--- config.mk ---
export PLATFORM = sky130hd
export DESIGN_NAME = clk_enable_divider_flat
export DESIGN_NICKNAME = d
export VERILOG_FILES = /design/src/rtl/clk_div_pkg.sv /design/src/rtl/clk_enable_divider_if.sv /design/src/rtl/step_edge_detect.sv /design/src/rtl/clk_enable_divider.sv /design/src/flat_wrapper.sv
export SDC_FILE = /design/constraint.sdc
export NUM_CORES = 1
export LEC_CHECK = 0
export ABC_AREA = 1
export BUFFER_PORTS_ARGS = -buffer_cell sky130_fd_sc_hd__buf_2
export CORE_ASPECT_RATIO = 1.2
export CORE_MARGIN = 3
export CORE_UTILIZATION = 29
export DETAILED_ROUTE_END_ITERATION = 7
export RECOVER_POWER = 50
export SLEW_MARGIN = 20
export SYNTH_ARGS = -nofsm -noshare
export SYNTH_HDL_FRONTEND = slang
export SYNTH_HIERARCHICAL = 1
export SYNTH_SLANG_ARGS = --single-unit
--- constraint.sdc ---
create_clock -name clk -period 3.5 [get_ports clk]
set_clock_uncertainty 0.2 [all_clocks]
set_input_delay 0.175 -clock clk [delete_from_list [all_inputs] [get_ports clk]]
set_output_delay 0.175 -clock clk [all_outputs]
set_load 0.03 [all_outputs]
--- src/rtl/clk_div_pkg.sv ---
// rtl/clk_div_pkg.sv - shared constants, divisor type and sanitising helper for clk_enable_divider
//
// Purpose : common definitions for the clock-enable divider slice.
// Contents: CLK_DIV_CNT_W   - default counter/divisor width
//           CLK_DIV_DEFAULT - divisor loaded by reset (1 Hz tick at 50 MHz)
//           div_t           - divisor/counter type at the default width
//           div_sanitize    - maps a divisor of 0 onto 1
// Options : none here; the step feature is selected by CLK_DIV_STEP_EN in the interface and top.

package clk_div_pkg;

   localparam int CLK_DIV_CNT_W   = 32;
   localparam int CLK_DIV_DEFAULT = 50_000_000;

   typedef logic [CLK_DIV_CNT_W-1:0] div_t;

   // 0 and 1 both mean "tick every cycle"; folding 0 onto 1 keeps N-1 from underflowing.
   function automatic div_t div_sanitize(input div_t d);
      return (d == '0) ? div_t'(1) : d;
   endfunction

endpackage

--- src/rtl/clk_enable_divider_if.sv ---
// rtl/clk_enable_divider_if.sv - control/status bundle between a controller and clk_enable_divider
//
// Purpose : groups the run/load controls and tick/status outputs of the divider.
// Signals : run, div_load, div_val      controller -> divider
//           step_mode, step_req         controller -> divider (only with CLK_DIV_STEP_EN)
//           div_busy, tick, slow_out, cnt   divider -> controller
// Modports: master (controller side), slave (divider side).
// Options : CLK_DIV_STEP_EN adds the step_mode/step_req signals.

interface clk_enable_divider_if #(
   parameter int CNT_W = clk_div_pkg::CLK_DIV_CNT_W
) ();

   logic             run;
   logic             div_load;
   logic [CNT_W-1:0] div_val;
   logic             div_busy;
   logic             tick;
   logic             slow_out;
   logic [CNT_W-1:0] cnt;
`ifdef CLK_DIV_STEP_EN
   logic             step_mode;
   logic             step_req;

   modport master (
      output run, div_load, div_val, step_mode, step_req,
      input  div_busy, tick, slow_out, cnt
   );

   modport slave (
      input  run, div_load, div_val, step_mode, step_req,
      output div_busy, tick, slow_out, cnt
   );
`else
   modport master (
      output run, div_load, div_val,
      input  div_busy, tick, slow_out, cnt
   );

   modport slave (
      input  run, div_load, div_val,
      output div_busy, tick, slow_out, cnt
   );
`endif

endinterface

--- src/rtl/step_edge_detect.sv ---
// rtl/step_edge_detect.sv - registered rising-edge detector for the manual step request
//
// Purpose : produces a one-cycle pulse, one cycle after i_d goes 0->1.
// Ports   : clk     system clock
//           rst     synchronous active-high reset
//           i_d     level input (step request)
//           o_rise  registered one-cycle rise pulse
// Options : compiled only with CLK_DIV_STEP_EN.

`ifdef CLK_DIV_STEP_EN
module step_edge_detect (
   input  logic clk,
   input  logic rst,
   input  logic i_d,
   output logic o_rise
);

   logic r_prev;
   logic r_rise;

   always_ff @(posedge clk) begin
      if (rst) begin
         r_prev <= 1'b0;
         r_rise <= 1'b0;
      end else begin
         r_prev <= i_d;
         r_rise <= i_d & ~r_prev;
      end
   end

   assign o_rise = r_rise;

endmodule
`endif

--- src/rtl/clk_enable_divider.sv ---
// rtl/clk_enable_divider.sv - runtime-programmable clock-enable generator (tick every N cycles)
//
// Purpose : counts clk cycles 0..N-1 and emits a registered one-cycle tick on each wrap plus
//           a slow_out square wave that toggles with every tick. N is reloaded glitch-free at
//           the next wrap; clk itself is never divided.
// Params  : CNT_W       counter/divisor width (at most clk_div_pkg::CLK_DIV_CNT_W)
//           DEFAULT_DIV divisor after reset
// Ports   : clk   system clock
//           rst   synchronous active-high reset
//           bus   clk_enable_divider_if.slave: run, div_load, div_val, [step_mode, step_req]
//                 in; div_busy, tick, slow_out, cnt out
// Options : CLK_DIV_STEP_EN enables the manual single-step mode.

module clk_enable_divider
   import clk_div_pkg::*;
#(
   parameter int CNT_W       = CLK_DIV_CNT_W,
   parameter int DEFAULT_DIV = CLK_DIV_DEFAULT
) (
   input  logic                 clk,
   input  logic                 rst,
   clk_enable_divider_if.slave  bus
);

   localparam logic [CNT_W-1:0] RESET_DIV = CNT_W'(div_sanitize(div_t'(DEFAULT_DIV)));

   logic [CNT_W-1:0] r_cnt;
   logic [CNT_W-1:0] r_div;
   logic [CNT_W-1:0] r_pend;
   logic             r_busy;
   logic             r_tick;
   logic             r_slow;

   logic             w_freeze;
   logic             w_step;
   logic             w_wrap;
   logic [CNT_W-1:0] w_last;
   logic [CNT_W-1:0] w_pend_san;

`ifdef CLK_DIV_STEP_EN
   logic w_step_rise;

   step_edge_detect u_step_edge (
      .clk    (clk),
      .rst    (rst),
      .i_d    (bus.step_req),
      .o_rise (w_step_rise)
   );

   // Step mode freezes the counter; each detected request rise injects one tick.
   assign w_freeze = ~bus.run | bus.step_mode;
   assign w_step   = bus.step_mode & w_step_rise;
`else
   assign w_freeze = ~bus.run;
   assign w_step   = 1'b0;
`endif

   // r_div is always >= 1, so w_last never underflows. The counter cannot pass w_last because
   // a new divisor is only installed at a wrap, so equality is enough.
   assign w_last     = r_div - CNT_W'(1);
   assign w_wrap     = ~w_freeze & (r_cnt == w_last);
   assign w_pend_san = CNT_W'(div_sanitize(div_t'(r_pend)));

   always_ff @(posedge clk) begin
      if (rst) begin
         r_cnt  <= '0;
         r_div  <= RESET_DIV;
         r_pend <= '0;
         r_busy <= 1'b0;
         r_tick <= 1'b0;
         r_slow <= 1'b0;
      end else begin
         r_tick <= w_wrap | w_step;
         if (w_wrap | w_step) begin
            r_slow <= ~r_slow;
         end

         if (w_wrap) begin
            r_cnt <= '0;
         end else if (!w_freeze) begin
            r_cnt <= r_cnt + CNT_W'(1);
         end

         if (w_wrap && r_busy) begin
            r_div  <= w_pend_san;
            r_busy <= 1'b0;
         end

         // Placed after the wrap apply: a load landing on the wrap cycle re-arms busy and
         // waits for the following wrap; a load while busy simply overwrites the pending value.
         if (bus.div_load) begin
            r_pend <= bus.div_val;
            r_busy <= 1'b1;
         end
      end
   end

   assign bus.cnt      = r_cnt;
   assign bus.tick     = r_tick;
   assign bus.slow_out = r_slow;
   assign bus.div_busy = r_busy;

endmodule

--- src/flat_wrapper.sv ---
// flat-port wrapper written by rule: the top's interface ports become plain ports
module clk_enable_divider_flat import clk_div_pkg::*;
#(
   parameter int CNT_W       = CLK_DIV_CNT_W,
   parameter int DEFAULT_DIV = CLK_DIV_DEFAULT
)
  (clk, rst, bus_run, bus_div_load, bus_div_val, bus_div_busy, bus_tick, bus_slow_out, bus_cnt);
  clk_enable_divider_if #(.CNT_W(CNT_W)) bus_i ();
  input  logic clk;
  input  logic rst;
  input wire logic [$bits(bus_i.run)-1:0] bus_run;
  input wire logic [$bits(bus_i.div_load)-1:0] bus_div_load;
  input wire logic [$bits(bus_i.div_val)-1:0] bus_div_val;
  output wire logic [$bits(bus_i.div_busy)-1:0] bus_div_busy;
  output wire logic [$bits(bus_i.tick)-1:0] bus_tick;
  output wire logic [$bits(bus_i.slow_out)-1:0] bus_slow_out;
  output wire logic [$bits(bus_i.cnt)-1:0] bus_cnt;
  assign bus_i.run = bus_run;
  assign bus_i.div_load = bus_div_load;
  assign bus_i.div_val = bus_div_val;
  assign bus_div_busy = bus_i.div_busy;
  assign bus_tick = bus_i.tick;
  assign bus_slow_out = bus_i.slow_out;
  assign bus_cnt = bus_i.cnt;
  clk_enable_divider #(.CNT_W(CNT_W), .DEFAULT_DIV(DEFAULT_DIV)) u_core (.clk(clk), .rst(rst), .bus(bus_i));
endmodule
==> flow_summary.ini <==
[clocking]
cts_post_setup_buffers_inserted = 0
root_buffer = sky130_fd_sc_hd__clkbuf_16
numCtsBuffers = 9
clkSinkCount = 99
cts_repair_resize_count = 0
cts_tree = built
htreeDepth = 3
cts_max_path_buffers = 2
cts_hold_buf = 33
clk_pin_slew_worst_paths_ps = 70
clock_insertion_delay_worst_skew_ps = 350

[critical_path]
path_common_cell = sky130_fd_sc_hd__nand2_1
critical-path-top-delay-family = simple AND/OR/NAND/NOR gates
critical_path_class = reg2reg
path_max_fanout = 34
crit_arrival_ps = 3180
crit_chain = inv_1, ha_1, nand3_4, nor2_4, nand2_1, o21ai_1, nand2_1, nand2_1, nand2_1, nor2_1, nand2_1, nor2_4, nand3_4, buf_4, nand2_1, nand2_1, nor2_1
cp-startpoint = u_core/r_div[1]
slowest_delay_ps = 330
crit_buf_inv = 2
critPathLaunchType = register
cp.required_ps = 3590
cp_slowest_cell = sky130_fd_sc_hd__nand3_4
worst_r2r_startpoint = u_core/r_div[1]
crit_path_end_kind = register

[synth]
synth.largest_area_cell = sky130_fd_sc_hd__dfxtp_1
share_of_the_synthesized_area_in_the_top_cell_type = 0.341
syn_nets = 978
syn_inst = 940
synthTopCellsByArea = sky130_fd_sc_hd__dfxtp_1 34%, sky130_fd_sc_hd__nand2_1 17%, sky130_fd_sc_hd__nor2_1 14%
synth.yosys.warnings = 6
ys_ff_latch = 99
netlist-cell-type-count = 28
synth_most_common_cell = sky130_fd_sc_hd__nand2_1
synth_edf_count = 0
synth.yosys.seq_area_share = 0.341
synth_async_sr_flop_share = 0
post_synth_most_frequent_cells = 260 x sky130_fd_sc_hd__nand2_1, 213 x sky130_fd_sc_hd__nor2_1, 99 x sky130_fd_sc_hd__dfxtp_1
postSynth.topFlopCell = sky130_fd_sc_hd__dfxtp_1
syn_avg_cell_area_um2 = 6.18
synth_area_um2 = 5810

[timing]
peak_clock_frequency_supported_by_timing_ghz = 0.324
finalWorstPathRequiredPeriod_ps = 3090
rsz0062_at_grt = no
setup_tns_ps = 0
setup-violations-final = 0
final_hold_viol_count = 0
min_period_over_period = 0.882
hold-worst-slack_ps = 140
relSlewSlack = 0.551
tightest_slew_ps = 667
slew_violations = 0

[floorplanning]
placementRows = 56
core_area_um2 = 19600
die_h_um = 161
floorplan.initialDensity = 0.296
total_die_area_um2 = 21800
num_io_pins = 71
die_width_um = 135

[global_route]
via_count_of_the_first_global_routing_pass = 5577
global_route_wire_length_before_repair_mm = 28.6
antenna_found_initial = 0
globalRoute.totalOverflow = 0
track_usage = 0.163
maximum_number_of_pins_on_one_net_before_global_route_repair = 54

[flow_run]
maxCapViolations = 0

[drt]
drt_first_iter_violations = 353
route.detailed.vias_per_inst = 4.68
routed_wire_length_per_instance_um = 13.5
drcViolationCount = 0
detail-route-antenna-nets = 0
dr.pass1.iters = 5
routed_wirelength_mm = 17.6
vias = 6090

[placed_design]
gp_routability_congestion = 0.927
hpwl_mm = 13.7
place.detailed.instances = 1252
numPortBuffers = 70
placed_area_um2 = 6400

[cells_and_area]
synthToLayoutAreaGrowth_pct = 19.8
n_antenna_cell = 0
final_layout_size_suffix_gt1_frac = 0.0798
instances_no_fill = 1301
multi_input_comb_area_um2 = 3340
postLayoutCellArea_um2 = 6960
area.sequential_um2 = 1980
final_net_count = 1073
n_fill_cell = 2220
final_core_utilization = 0.355

[min_path]
min_from = bus_div_load
hp-class = in2reg

[power_and_ir_drop]
power-per-cell-area_nw_per_um2 = 329
worst_ir_drop_vdd_mv = 0.225
power_leakage_uw = 0.00297

[status]
outcome = finished clean
-- layout by cell type, fill, tap and decap left out, drive strengths merged --
cell type	instances
nor3b	2
dlygate4sd3	33
dfxtp	99
clkbuf	46
buf	38
nand4	20
or2	4
inv	100
nor2	226
nand2	262
nor4	13
nand3	53
nand3b	7
clkinv	2
nor3	16
ha	2
xnor2	14
clkinvlp	1
xor2	28
o21ai	46
a21oi	26
o21bai	2
-- state kept, by name, indices dropped and copies added (netlist names) --
register             count
u_core/r_div            32
u_core/bus.slow_out      1
u_core/bus.tick          1
u_core/bus.div_busy      1
u_core/bus.cnt          32
u_core/r_pend           32
-- cell type report --
cell class,count,share of cell area
Inverter,97,0.0523
Clock buffer,10,0.0329
Tap cell,261,0.0469
Multi-Input combinational cell,721,0.481
Timing Repair Buffer,107,0.0956
Clock inverter,6,0.00683
Sequential cell,99,0.285
-- per-stage QoR --
step	power, µW	setup WS (ps)
finish	2290	412
global route	2380	55.6
CTS	2310	397
detailed placement	1320	425
global placement	1320	439
floorplan	1270	1070
-- where the power goes --
group          internal [µW]  total, µW  switching [µW]  leakage (µW)
Combinational           63.8        137            73.4       0.00203
Sequential              1150       1180            26.3      0.000807
Clock                    493        971             479      0.000134
-- routing by layer --
layer,wire (µm),up-vias,share of wire,GRT usage
met5,0,-,0,0
met2,8070,164,0.46,0.266
met4,396,0,0.022,0.0536
li1,-,3159,-,-
met1,8320,2739,0.47,0.223
met3,828,28,0.047,0.0218
-- cells by family (layout without fill, tap and decap cells) --
group	count (synthesis)	in the layout	share of synthesized area
AO/OA/AOI/OAI	74	74	0.0646
XOR/XNOR	42	42	0.0633
adder cells (fa/ha/maj)	2	2	0.00431
buffers and inverters	120	220	0.0833
flip-flops	99	99	0.341
AND/OR/NAND/NOR	603	603	0.443
-- final timing paths --
check             cells past startpoint                to  slack [ps]
setup / recovery                     17   u_core/r_div[6]         410
hold / removal                        3  u_core/r_pend[8]         140
setup reg to reg                     17   u_core/r_div[6]         410
hold reg to reg                       2  u_core/r_pend[0]         280
-- worst reg2reg max path: cells and delay by family (launching register included) --
family | cells | cell delay [ps]
simple gates | 13 | 1640
buf+inv | 2 | 420
flops | 1 | 300
fa+ha+maj | 1 | 270
compound gates | 1 | 190
Note: power is estimated with default switching activity, not from simulation.
